$ cat src/rtl/spi_slave.sv
// spi_slave
// SPI mode 0 (CPOL=0, CPHA=0), MSB-first responder. The asynchronous pad
// signals are oversampled in the clock_in domain. Each slot shifts one
// DATA_W-bit word in each direction. On the transmit side the next word
// waits in a one-entry holding buffer. On the receive side a valid/ack
// handshake hands each word to the consumer.
// clock_in must run at least 4x the sclk frequency.
//
// Ports
//   clock_in    in   system clock, all state on posedge
//   reset       in   asynchronous, active-high
//   sclk_in     in   SPI clock from master (asynchronous)
//   ssn_in      in   SPI select, active-low (asynchronous)
//   mosi_in     in   SPI data master->slave (asynchronous)
//   miso_out    out  SPI data slave->master (shift register MSB)
//   miso_oe     out  pad output enable, high while selected
//   tx_data     in   word to send in the next slot
//   tx_load     in   write tx_data into the holding buffer (only when tx_ready)
//   tx_ready    out  holding buffer empty
//   rx_data     out  last complete received word
//   rx_valid    out  rx_data holds an unacknowledged word
//   rx_ack      in   consumer took rx_data
//   rx_overrun  out  sticky: word completed while rx_valid was set
//   tx_underrun out  sticky: slot started with an empty holding buffer
//   busy        out  state machine not idle
module spi_slave #(
  parameter int DATA_W      = 8,
  parameter int SYNC_STAGES = 2
) (
  input  logic              clock_in,
  input  logic              reset,
  input  logic              sclk_in,
  input  logic              ssn_in,
  input  logic              mosi_in,
  output logic              miso_out,
  output logic              miso_oe,
  input  logic [DATA_W-1:0] tx_data,
  input  logic              tx_load,
  output logic              tx_ready,
  output logic [DATA_W-1:0] rx_data,
  output logic              rx_valid,
  input  logic              rx_ack,
  output logic              rx_overrun,
  output logic              tx_underrun,
  output logic              busy
);

  localparam int CNT_W = $clog2(DATA_W) + 1;

  localparam logic [1:0] ST_IDLE  = 2'd0;
  localparam logic [1:0] ST_LOAD  = 2'd1;
  localparam logic [1:0] ST_SHIFT = 2'd2;

  logic [SYNC_STAGES-1:0] r_sclk_sync;
  logic [SYNC_STAGES-1:0] r_ssn_sync;
  logic [SYNC_STAGES-1:0] r_mosi_sync;
  logic                   r_sclk_prev;
  logic                   r_ssn_prev;

  logic [1:0]        r_state;
  logic [CNT_W-1:0]  r_bit_cnt;
  logic [DATA_W-1:0] r_shift_tx;
  logic [DATA_W-1:0] r_shift_rx;
  logic              r_word_done;
  logic              r_reload_pend;
  logic              r_seen_rise;
  logic [DATA_W-1:0] r_tx_buf;
  logic              r_tx_ready;
  logic [DATA_W-1:0] r_rx_data;
  logic              r_rx_valid;
  logic              r_rx_overrun;
  logic              r_tx_underrun;

  logic w_sclk;
  logic w_ssn;
  logic w_mosi;
  logic w_sclk_rise;
  logic w_sclk_fall;
  logic w_ssn_fall;
  logic w_ssn_rise;
  logic w_slot_start;
  logic w_tx_accept;

  assign w_sclk      = r_sclk_sync[SYNC_STAGES-1];
  assign w_ssn       = r_ssn_sync[SYNC_STAGES-1];
  assign w_mosi      = r_mosi_sync[SYNC_STAGES-1];
  assign w_sclk_rise = w_sclk & ~r_sclk_prev;
  assign w_sclk_fall = ~w_sclk & r_sclk_prev;
  assign w_ssn_fall  = ~w_ssn & r_ssn_prev;
  assign w_ssn_rise  = w_ssn & ~r_ssn_prev;

  // A slot starts in LOAD, or on the first qualified sclk fall after a word
  // boundary (back-to-back words within one select).
  assign w_slot_start = ~w_ssn_rise &
                        ((r_state == ST_LOAD) ||
                         ((r_state == ST_SHIFT) && w_sclk_fall && r_seen_rise && r_reload_pend));
  assign w_tx_accept  = tx_load & r_tx_ready;

  // Pad synchronisers and previous-value registers for edge detection.
  always_ff @(posedge clock_in or posedge reset) begin
    if (reset) begin
      r_sclk_sync <= '0;
      r_ssn_sync  <= '1;
      r_mosi_sync <= '0;
      r_sclk_prev <= 1'b0;
      r_ssn_prev  <= 1'b1;
    end else begin
      r_sclk_sync <= {r_sclk_sync[SYNC_STAGES-2:0], sclk_in};
      r_ssn_sync  <= {r_ssn_sync[SYNC_STAGES-2:0], ssn_in};
      r_mosi_sync <= {r_mosi_sync[SYNC_STAGES-2:0], mosi_in};
      r_sclk_prev <= w_sclk;
      r_ssn_prev  <= w_ssn;
    end
  end

  // Frame state machine and shift registers.
  always_ff @(posedge clock_in or posedge reset) begin
    if (reset) begin
      r_state       <= ST_IDLE;
      r_bit_cnt     <= '0;
      r_shift_tx    <= '0;
      r_shift_rx    <= '0;
      r_word_done   <= 1'b0;
      r_reload_pend <= 1'b0;
      r_seen_rise   <= 1'b0;
    end else begin
      r_word_done <= 1'b0;
      case (r_state)
        ST_IDLE: begin
          if (w_ssn_fall) r_state <= ST_LOAD;
        end
        ST_LOAD: begin
          r_shift_tx    <= r_tx_ready ? '0 : r_tx_buf;
          r_bit_cnt     <= '0;
          r_seen_rise   <= 1'b0;
          r_reload_pend <= 1'b0;
          r_state       <= ST_SHIFT;
        end
        ST_SHIFT: begin
          if (w_sclk_rise) begin
            r_shift_rx  <= {r_shift_rx[DATA_W-2:0], w_mosi};
            r_seen_rise <= 1'b1;
            if (r_bit_cnt == CNT_W'(DATA_W - 1)) begin
              r_bit_cnt     <= '0;
              r_word_done   <= 1'b1;
              r_reload_pend <= 1'b1;
            end else begin
              r_bit_cnt <= r_bit_cnt + 1'b1;
            end
          end
          // A fall before the first rise of the frame is ignored.
          if (w_sclk_fall && r_seen_rise) begin
            if (r_reload_pend) begin
              r_shift_tx    <= r_tx_ready ? '0 : r_tx_buf;
              r_reload_pend <= 1'b0;
            end else begin
              r_shift_tx <= {r_shift_tx[DATA_W-2:0], 1'b0};
            end
          end
        end
        default: r_state <= ST_IDLE;
      endcase
      // Deselect aborts from any state; a partial word is dropped.
      if (w_ssn_rise) begin
        r_state       <= ST_IDLE;
        r_bit_cnt     <= '0;
        r_shift_tx    <= '0;
        r_word_done   <= 1'b0;
        r_reload_pend <= 1'b0;
        r_seen_rise   <= 1'b0;
      end
    end
  end

  // Transmit holding buffer. A reload in the same cycle as tx_load sees the
  // old buffer state; the new word then lands in the buffer.
  always_ff @(posedge clock_in or posedge reset) begin
    if (reset) begin
      r_tx_buf      <= '0;
      r_tx_ready    <= 1'b1;
      r_tx_underrun <= 1'b0;
    end else begin
      if (w_slot_start && !r_tx_ready) r_tx_ready <= 1'b1;
      if (w_tx_accept) begin
        r_tx_buf      <= tx_data;
        r_tx_ready    <= 1'b0;
        r_tx_underrun <= 1'b0;
      end
      if (w_slot_start && r_tx_ready) r_tx_underrun <= 1'b1;
    end
  end

  // Receive handshake; a completing word beats a simultaneous rx_ack.
  always_ff @(posedge clock_in or posedge reset) begin
    if (reset) begin
      r_rx_data    <= '0;
      r_rx_valid   <= 1'b0;
      r_rx_overrun <= 1'b0;
    end else if (r_word_done) begin
      r_rx_data  <= r_shift_rx;
      r_rx_valid <= 1'b1;
      if (r_rx_valid && !rx_ack) r_rx_overrun <= 1'b1;
      else if (rx_ack)           r_rx_overrun <= 1'b0;
    end else if (rx_ack) begin
      r_rx_valid   <= 1'b0;
      r_rx_overrun <= 1'b0;
    end
  end

  assign miso_out    = r_shift_tx[DATA_W-1];
  assign miso_oe     = (r_state != ST_IDLE);
  assign busy        = (r_state != ST_IDLE);
  assign tx_ready    = r_tx_ready;
  assign tx_underrun = r_tx_underrun;
  assign rx_data     = r_rx_data;
  assign rx_valid    = r_rx_valid;
  assign rx_overrun  = r_rx_overrun;

endmodule

$ cat config.mk
export PLATFORM = sky130hd
export DESIGN_NAME = spi_slave
export DESIGN_NICKNAME = d
export VERILOG_FILES = /design/src/rtl/spi_slave.sv
export SDC_FILE = /design/constraint.sdc
export NUM_CORES = 1
export LEC_CHECK = 0
export BUFFER_PORTS_ARGS = -buffer_cell sky130_fd_sc_hd__buf_2
export CAP_MARGIN = 30
export CORE_UTILIZATION = 40
export CTS_CLUSTER_DIAMETER = 200
export DETAILED_ROUTE_END_ITERATION = 7
export GPL_TIMING_DRIVEN = 0
export PLACE_DENSITY_LB_ADDON = 0.15
export REMOVE_ABC_BUFFERS = 1
export SLEW_MARGIN = 5
export SYNTH_ARGS = -nofsm -noshare
export SYNTH_HDL_FRONTEND = slang
export SYNTH_SLANG_ARGS = --single-unit
$ cat constraint.sdc
create_clock -name clock_in -period 2.7 [get_ports clock_in]
set_input_delay 0.81 -clock clock_in [delete_from_list [all_inputs] [get_ports clock_in]]
set_output_delay 0.81 -clock clock_in [all_outputs]
set_load 0.005 [all_outputs]
======== Yosys cells after proc, flatten, opt, wreduce, memory -nomap -nowiden ========
Cells that the tools add are included.
storage, ports and cells
  register bits ........................... 53
  input bits .............................. 15
  output and inout port bits .............. 15
  word-level logic and storage cells ...... 91
cells by class
  $add $sub $neg .......................... 1
  equality and inequality tests ........... 7
  mux-type cells .......................... 34
  bitwise logic cells ..................... 11
  reduce and logical (&&, ||, !) cells .... 20
operators by type and width
  operator             number
  $mux 8               4
  $mux 1               20
  $pmux 8 s2           1
  $mux 4               3
  $pmux 4 s2           1
  $reduce_and 2->1     4
  $reduce_bool 2->1    4
  $logic_and 1x1->1    7
  $and 1x1->1          6
  $ne 3x3->1 const B   2
  $pmux 2 s3           1
  $not 1->1            5
  $add 4x1->4 const B  1
  $eq 4x3->1 const B   1
  $mux 2               2
  $pmux 1 s2           2
  $ne 3x2->1 const B   1
  $reduce_bool 3->1    1
  $eq 2x1->1 const B   1
  $eq 2x2->1 const B   1
  $logic_not 1->1      2
  $logic_not 2->1      1
  $ne 2x2->1 const B   1
  $logic_or 1x1->1     1

======== Logic depth before layout (Yosys ltp) ========
Gate-level depths: netlist of run 1.
  depth after elaboration ................. 10
  depth in mapped cells ................... 6
  mapped depth without buffers ............ 5

======== Worst setup path before layout of run 1 ========
Ideal clock, no wire load.
  path type ............................... flip-flop to flip-flop
  start ................................... register r_ssn_prev
  end ..................................... register r_shift_tx[0]
  setup time .............................. 125 ps
  data arrival time ....................... 1,646 ps
  data required time ...................... 2,575 ps
  path slack .............................. 929 ps
  stages on the path, launching flop included .. 6
  path buffers ............................ 1
  clock period less this slack ............ 1,771 ps
  path through ............................ dfstp_2 inv_1 ha_1 buf_2 a211oi_4 mux2_2
on the way
  longest elaborated chain between the ends .. 4
  elaborated cells between the ends (all ways) .. 6
  classes of those cells .................. eq/ne (1); mux (1); bitwise (2); reduce/logical (2)
ends and longest elaborated chain
  item                                                              line  RTL
  start, declared                                                   58    logic r_ssn_prev;
  start signal, assigned                                            112   r_ssn_prev <= w_ssn;
  $not 1->1 (*)                                                     90    assign w_ssn_rise = w_ssn & ~r_ssn_prev;
  $and 1x1->1 (*)                                                   90
  $ne 3x2->1 (no line) / $reduce_bool 3->1 (equally long branches)  -
  $reduce_and 2->1 (no line)                                        -
  end signal, assigned                                              133   r_shift_tx <= r_tx_ready ? '0 : r_tx_buf;
  end signal, assigned                                              154   r_shift_tx <= r_tx_ready ? '0 : r_tx_buf;
  end signal, assigned                                              157   r_shift_tx <= {r_shift_tx[DATA_W-2:0], 1'b0};
  end, declared                                                     62    logic [DATA_W-1:0] r_shift_tx;
Mark *: on every way between the ends. The rest lies on a longest branch, timed or not.
A chain may end at the register's enable or synchronous reset.

======== Worst setup path after layout of run 1 ========
  start ................................... register r_ssn_prev
  end ..................................... register r_shift_tx[1]
Same word-level chain as after synthesis.

==> metrics.txt, run 1 <==
shortest period the worst path allows 2.10 ns; reg2reg setup slack 0.60 ns; gpl congestion 0.755; Top Layer Used met4; share of layout cells above drive strength 1 0.471; die area 5930 µm²; # H-tree levels 2; HPWL Detailed 2580 µm; num ports 30; Port Buf Inserts 29; CTS clock-pin slew for the worst setup and hold paths 0.09 ns; setup slack at placement 0.562 ns; Metal-1 WL 1610 µm; Ys Warns 0; Yosys reg bits 53; endpoints failing setup 0; Main synth FF type dfrtp_1; placed insts 251; Area Growth Syn to Fin 13.9%; Synth cell types 31; GRT overflow 0; WP data required 2.89 ns; DRC marker count from the first detailed-route iteration 17; count of pins over their slew limit 0; final setup skew 0.00790 ns; Die H 77.0 µm; worst skew pair latency 0.31 ns; FF-to-FF Start r_ssn_prev; Worst Hold Launch r_sclk_sync[0]; Hold Slack 0.356 ns; Hold Vio Cnt, Final 0; hold buffers post-CTS 0; average instance area after synthesis 14.2 µm²; drt first pass iters 4; pwr dens 845 nW/µm²; Via density 5.14; DR WL met3 167 µm; first-pass GRT wire length 6300 µm; Hold Crit Depth 0; largest net degree at the start of global routing 33; Root Driver clkbuf_8; row count 26; Max-Cap Viols 0; Initial Util 0.427; Sink Count 53; Worst Hold End r_sclk_sync[1]; met2 wire length 1880 µm; Post-CTS Resized 0; Post-DRT Antenna Nets 0; Setup WS post-layout 0.600 ns; Max-Slew Margin vs Limit 0.447; critical path class register to register; core area 5270 µm²; initial antenna violation count 0; crit-path max FO 24; run status finished clean; post-CTS setup buffer count 0; CP Launch Type register; cell count after synthesis 158; leading area contributor after synthesis dfrtp_1; Hold Crit Class register to register; Synth top area share 0.545; non-filler cells, final 259; WL/cell 14.3 µm; # DRC 0; setup_tns 0 ns; Fill cells 493; ys async rst share 1.00; synth top area cells dfrtp_1 55%, mux2_2 16%, dfstp_2 4.7%, mux2i_1 3.1%, or3b_2 2.7%; CTS Buffer Depth 2; Num CTS Buffers 5; Worst-Margin Slew 0.825 ns; unrepaired setup endpoints after global routing false; final WL 3710 µm; Die Wd 77.0 µm; vias in the first global route 1412; FMAX 0.476 GHz; Tcrit/Tclk final 0.778; leak pwr 0.00125 µW; RR Endpoint r_shift_tx[1]; EDFF count, synth 0; Critical Path Sink Type register; CTS tree built; maximum VDD drop 0.271 mV; Synth Cell Area 2250 µm²; path depth of the worst reg2reg path 4; Cell Area, Placed 2470 µm²; Design Area, Final 2560 µm²; diodes inserted 0; post-synthesis sequential area ratio 0.592; GRT Total Usage 0.139; Worst EP arrival 2.29 ns; Nets 205; Vias 1331
==> cell usage after synthesis (all sizes together) (3+ instances only) <==
cell and count:
buf 5, dfstp 4, a22o 4, a21o 4
nor3b 4, mux2i 7, nand2b 8, dfrtp 49
nor2 3, inv 4, or3b 8, mux2 33
==> cells in the final DEF, fill, tap and decap left out, drive strengths merged, types with 2 or more instances in the layout <==
cell     n
clkbuf   5
dfrtp   49
or3b     8
nor3b    4
inv      5
mux2i    7
nor2b    2
nor2     3
mux2    33
nor3     2
nor4b    2
buf     30
a22o     4
or2      2
nand2b   8
ha       2
dfstp    4
o32ai    2
nand2    2
a21o     4
and3     2
==> flip-flops by register name, indices dropped and copies added, names as in the netlist <==
register and count:
r_bit_cnt 4, r_mosi_sync 2, r_reload_pend 1, r_sclk_prev 1, r_sclk_sync 2, r_seen_rise 1, r_shift_rx 8, r_shift_tx 8
r_ssn_prev 1, r_ssn_sync 2, r_state 2, r_tx_buf 8, r_word_done 1, rx_data 8, rx_overrun 1, rx_valid 1
tx_ready 1, tx_underrun 1
==> layout make-up <==
type | instances | area [µm²] | area share
clock inverter | 3 | 21.3 | 0.00830
timing repair buffer | 30 | 165 | 0.0645
clock buffer | 5 | 68.8 | 0.0269
tap | 70 | 87.6 | 0.0342
sequential | 53 | 1330 | 0.520
multi-input combinational | 94 | 873 | 0.341
inverter | 4 | 15.0 | 0.00586
==> worst max-delay path, cell delays in order (launching register included) <==
cell,delay [ns]
dfstp_2,0.53
inv_1,0.04
ha_1,0.44
a211oi_4,0.59
mux2_2,0.40
==> worst max-delay path by stage <==
| stage | start | end | slack (ns) | cells after the start |
|---|---|---|---|---|
| 2_1_floorplan | reset | r_bit_cnt[0] | 0.61 | 1 |
| 6_report | r_ssn_prev | r_shift_tx[1] | 0.60 | 4 |
| 3_3_place_gp | reset | r_state[0] | 0.06 | 2 |
| 4_1_cts | r_ssn_prev | r_shift_tx[1] | 0.56 | 4 |
| 5_1_grt | r_ssn_prev | r_shift_tx[6] | 0.46 | 4 |
| 3_5_place_dp | r_ssn_prev | r_shift_tx[1] | 0.56 | 4 |
==> through the flow <==
stage | util | total power, µW
2_1_floorplan | - | 1570
3_3_place_gp | 0.464 | 1700
3_5_place_dp | 0.469 | 1750
4_1_cts | 0.486 | 2200
5_1_grt | 0.486 | 2300
6_report | 0.486 | 2160
==> per-layer routing <==
| metal | GRT usage | up-vias |
|---|---|---|
| met1 | 0.149 | 673 |
| met4 | 0.0566 | 0 |
| met3 | 0.0488 | 6 |
| met2 | 0.246 | 25 |
| li1 | - | 627 |
| met5 | 0 | - |
==> logic make-up (layout without fill, tap and decap cells) <==
group	count (synthesis)	after routing	share of synthesized area
flip-flops	53	53	0.592
multiplexers	40	40	0.196
AND/OR/NAND/NOR	38	38	0.124
AO/OA/AOI/OAI	14	14	0.0545
buffers and inverters	11	42	0.0222
adder cells (fa/ha/maj)	2	2	0.0111
==> report_power, final <==
group	switching, µW	internal [µW]
Sequential	134	991
Clock	261	184
Combinational	239	354
Total	635	1530
No activity file was read; power rests on OpenSTA's default activity.
==> inputs of run 2 (changes only) <==
Clock period 2.7 ns to 1.7 ns, I/O delays scaled along.
==> metrics.txt, run 2 (synthesis results as in run 1) <==
run status finished clean; unrepaired setup endpoints after global routing true; drt first pass iters 4 (unchanged); GRT overflow 0 (unchanged); worst skew pair latency 0.31 ns (about the same); Critical Path Sink Type register; Cell Area, Placed 2470 µm² (unchanged); CP Launch Type register; gpl congestion 0.755 (unchanged); most frequent cells in the layout 47 x dfrtp_1, 32 x mux2_2, 29 x buf_2, 8 x nand2b_1; CTS clock-pin slew for the worst setup and hold paths 0.09 ns (about the same); diodes inserted 0 (unchanged); Hold Vio Cnt, Final 0 (unchanged); Via density 5.10 (-0.80%); DRC marker count from the first detailed-route iteration 26 (+9); maximum VDD drop 0.438 mV (+61%); Area Growth Syn to Fin 18.7%; count of pins over their slew limit 0 (unchanged); CTS Buffer Depth 2 (unchanged); Hold Crit Class primary input to async pin; pwr dens 1340 nW/µm² (+59%); Die Wd 77.0 µm (unchanged); Worst-Margin Slew 0.459 ns (-0.366 ns); hold buffers post-CTS 0 (unchanged); first-pass GRT wire length 6550 µm (+4.0%); HPWL Detailed 2580 µm (unchanged); most common cell after layout, fill and taps aside dfrtp_1; Die H 77.0 µm (unchanged); critical path class register to register; largest net degree at the start of global routing 33 (unchanged); final setup skew 0.00659 ns (-0.00131 ns); Initial Util 0.427 (unchanged); Max-Cap Viols 0 (unchanged); final WL 3920 µm (+5.7%); endpoints failing setup 0 (unchanged); Hold Slack 0.201 ns (-0.155 ns); WL/cell 14.7 µm (+2.9%); core area 5270 µm² (unchanged); Nets 212 (+3.4%); GRT Total Usage 0.144 (+0.00558); # DRC 0 (unchanged); num ports 30 (unchanged); Root Driver clkbuf_8; Fill cells 479 (-2.8%); Post-DRT Antenna Nets 0 (unchanged); shortest period the worst path allows 1.66 ns (-0.442 ns); CTS tree built; # H-tree levels 2 (unchanged); share of layout cells above drive strength 1 0.526 (+0.0546); WP data required 1.95 ns (-0.94 ns); crit-path max FO 13 (-46%); Num CTS Buffers 5 (unchanged); row count 26 (unchanged); Max-Slew Margin vs Limit 0.693 (+0.246); Tcrit/Tclk final 0.976 (+0.198); Vias 1356 (+1.9%); FMAX 0.603 GHz (+27%); initial antenna violation count 0 (unchanged); Design Area, Final 2670 µm² (+4.2%); Port Buf Inserts 29 (unchanged); leak pwr 0.00129 µW (+2.9%); vias in the first global route 1433 (+1.5%); Sink Count 53 (unchanged); die area 5930 µm² (unchanged); Worst EP arrival 1.91 ns (-0.38 ns)
[run 2: cell count changes in the layout (fill, tap and decap cells not counted), sizes merged]
cell	change
buf	+7
[run 2: power by group]
group | switching [µW] | total (µW) | internal, µW
Combinational | 440 | 1100 | 662
Sequential | 191 | 1770 | 1580
Clock | 419 | 712 | 293
Total | 1050 | 3580 | 2530
[run 2: area by class of cell]
type | instances | area (µm²) | area share
timing repair buffer | 37 | 230 | 0.0862
sequential | 53 | 1330 | 0.499
multi-input combinational | 94 | 915 | 0.342
inverter | 4 | 15.0 | 0.00562
tap | 70 | 87.6 | 0.0328
clock inverter | 3 | 21.3 | 0.00796
clock buffer | 5 | 68.8 | 0.0258
[run 2: path summary, 6_finish.rpt]
kind	endpoint	cells after the start	startpoint	slack (ns)
max	r_bit_cnt[2]	5	r_ssn_prev	0.04
min	r_mosi_sync[1]	2	reset	0.20
max reg2reg	r_bit_cnt[2]	5	r_ssn_prev	0.04
min reg2reg	r_sclk_sync[1]	0	r_sclk_sync[0]	0.36
max in group asynchronous	r_ssn_prev	3	reset	0.91
min in group clock_in	r_ssn_sync[0]	1	ssn_in	0.30
[run 2: layer usage]
metal / vias up / GRT usage / wire length [µm]
met3: 6 / 0.0488 / 170
met2: 25 / 0.256 / 1970
met1: 688 / 0.159 / 1720
met4: 0 / 0.0528 / 59
li1: 637 / - / -
met5: - / 0 / 0
[run 2: repair_timing]
| item | in CTS | in global routing |
|---|---|---|
| endpoints found under the setup margin | 20 | 16 |
| gates resized for setup | 6 | 5 |
| setup buffers | 3 | 4 |
| pin swaps | 1 | 3 |
[run 2: worst max-delay path: stages (launching register included)]
cell and delay [ns]:
dfstp_2 0.54, inv_2 0.04, ha_4 0.20, or3b_4 0.44, nor4b_4 0.27, a21o_1 0.11
[run 2: through the flow]
step | power, µW | instances | TNS, ns | utilization | setup WS [ns]
after floorplan | 2500 | 151 | -6.17 | - | -0.168
after global placement | 2710 | 250 | -39.56 | 0.464 | -0.647
after detailed placement | 2780 | 251 | -6.15 | 0.469 | -0.438
after CTS | 3560 | 262 | -0.158 | 0.498 | -0.0694
after global routing | 3800 | 266 | -0.0210 | 0.507 | -0.00832
final | 3580 | 266 | 0 | 0.507 | 0.0415
==> inputs of run 3 (changes only) <==
Settings changed: CORE_UTILIZATION 40 to 45.
==> metrics.txt, run 3 (synthesis results as in run 1) <==
run status finished clean; Port Buf Inserts 29 (unchanged); row count 25 (-3.8%); shortest period the worst path allows 1.69 ns (+0.0278 ns); num ports 30 (unchanged); Max-Cap Viols 0 (unchanged); WL/cell 14.7 µm (+0.11%); drt first pass iters 5 (+1); Root Driver clkbuf_8; Die Wd 72.7 µm (-5.6%); share of layout cells above drive strength 1 0.515 (-0.0102); GRT Total Usage 0.169 (+0.0250); Reg power frac 0.478 (-0.016); core area 4750 µm² (-9.8%); count of pins over their slew limit 0 (unchanged); hold buffers post-CTS 0 (unchanged); vias in the first global route 1480 (+3.3%); part of the power in the clock network 0.224 (+0.025); Num CTS Buffers 5 (unchanged); Initial Util 0.473 (+0.0463); CTS clock-pin slew for the worst setup and hold paths 0.09 ns (about the same); Setup WS post-layout 0.0137 ns (-0.0278 ns); largest net degree at the start of global routing 41 (+24%); worst skew pair latency 0.30 ns (about the same); Cell Int Power 2680 µW (+6.0%); Post-DRT Antenna Nets 0 (unchanged); CTS Buffer Depth 2 (unchanged); HPWL Detailed 2480 µm (-4.1%); endpoints failing setup 0 (unchanged); Max-Slew Margin vs Limit 0.640 (-0.0536); final WL 3880 µm (-1.0%); diodes inserted 0 (unchanged); Area Growth Syn to Fin 20.5%; crit-path max FO 9 (-4); Nets 212 (unchanged); final setup skew 0.00387 ns (-0.00272 ns); Via density 5.29 (+3.8%); WP data required 1.89 ns (-0.06 ns); maximum VDD drop 0.557 mV (+27%); Worst-Margin Slew 0.540 ns (+0.0809 ns); setup slack at placement -0.437 ns (+0.000657 ns); Vias 1391 (+2.6%); die area 5290 µm² (-11%); Hold Vio Cnt, Final 0 (unchanged); post-layout power 3690 µW (+3.1%); Critical Path Sink Type register; Sink Count 53 (unchanged); Worst EP arrival 1.87 ns (-0.04 ns); GRT overflow 0 (unchanged); FMAX 0.593 GHz (-1.6%); CTS tree built; # DRC 0 (unchanged); Cell Area, Placed 2470 µm² (-0.15%); Die H 72.7 µm (-5.6%); NetSw 1010 µW (-3.8%); unrepaired setup endpoints after global routing true; DRC marker count from the first detailed-route iteration 37 (+42%); critical path class register to register; most common cell after layout, fill and taps aside dfrtp_1; gpl congestion 0.680 (-9.9%); pwr dens 1360 nW/µm² (+1.6%); CP Launch Type register; reg2reg setup slack 0.01 ns (-0.03 ns); combinational share of power 0.298 (-0.010); most frequent cells in the layout 47 x dfrtp_1, 30 x mux2_2, 29 x buf_2, 8 x nand2b_1, 7 x mux2i_1; Switching Share 0.274 (-0.0198); leak pwr 0.00131 µW (+1.8%); Tcrit/Tclk final 0.992 (+0.0164); Design Area, Final 2710 µm² (+1.5%); first-pass GRT wire length 6760 µm (+3.2%); # H-tree levels 2 (unchanged); initial antenna violation count 0 (unchanged); Hold Crit Class primary input to async pin
[run 3: cell count changes in the layout (fill, tap and decap cells not counted), moves of 2 or more]
cell    before  now
buf_4        6    3
mux2_4       0    2
or3b_4       1    3
buf_6        0    2
mux2_2      32   30
or3b_2       7    5
[run 3: layer usage]
layer / global-route usage / vias to the layer above / wire, µm
li1: - / 637 / -
met3: 0.0414 / 11 / 117
met5: 0 / - / 0
met2: 0.274 / 29 / 1950
met4: 0.0806 / 0 / 95
met1: 0.214 / 714 / 1710
[run 3: worst max-delay path, stage by stage, from the launching register on]
cell and delay [ns]:
dfstp_2 0.54, inv_2 0.04, ha_4 0.19, buf_6 0.12
a211oi_4 0.18, buf_12 0.17, mux2_2 0.33
[run 3: through the flow]
stage	util	hold WS (ns)	setup TNS (ns)	std cells
final	0.570	0.152	0	263
after global routing	0.570	0.162	-0.0481	263
after CTS	0.564	0.144	-0.000855	263
after detailed placement	0.519	0.340	-5.97	248
after global placement	0.514	0.337	-40.03	247
after floorplan	-	0.331	-6.17	151
[run 3: worst paths after layout]
| kind | start | endpoint | cells past startpoint |
|---|---|---|---|
| min in group clock_in | ssn_in | r_ssn_sync[0] | 1 |
| hold / removal | reset | r_shift_rx[1] | 2 |
| setup / recovery | r_ssn_prev | r_shift_tx[2] | 6 |
| max in group asynchronous | reset | r_ssn_sync[0] | 3 |
| setup reg to reg | r_ssn_prev | r_shift_tx[2] | 6 |
| hold reg to reg | r_mosi_sync[0] | r_mosi_sync[1] | 0 |
[run 3: area by class of cell]
type	count	area (µm²)
clock buffer	6	72.6
clock inverter	2	38.8
fill	415	2040
inverter	4	15.0
multi-input combinational	94	922
sequential	53	1330
tap	67	83.8
timing repair buffer	37	245
[run 3: what timing repair did]
action,4_1_cts,5_1_grt
pin swaps,3,2
setup buffers,7,0
setup endpoints to repair,20,12
gates resized for setup,11,7
[run 3: power by group through the flow]
stage,clock (µW),sequential (µW),combinational [µW]
3_5_place_dp,0,1810,951
5_1_grt,910,1820,1220
4_1_cts,867,1770,1090
3_3_place_gp,0,1790,906
6_report,828,1760,1100
2_1_floorplan,0,1740,756
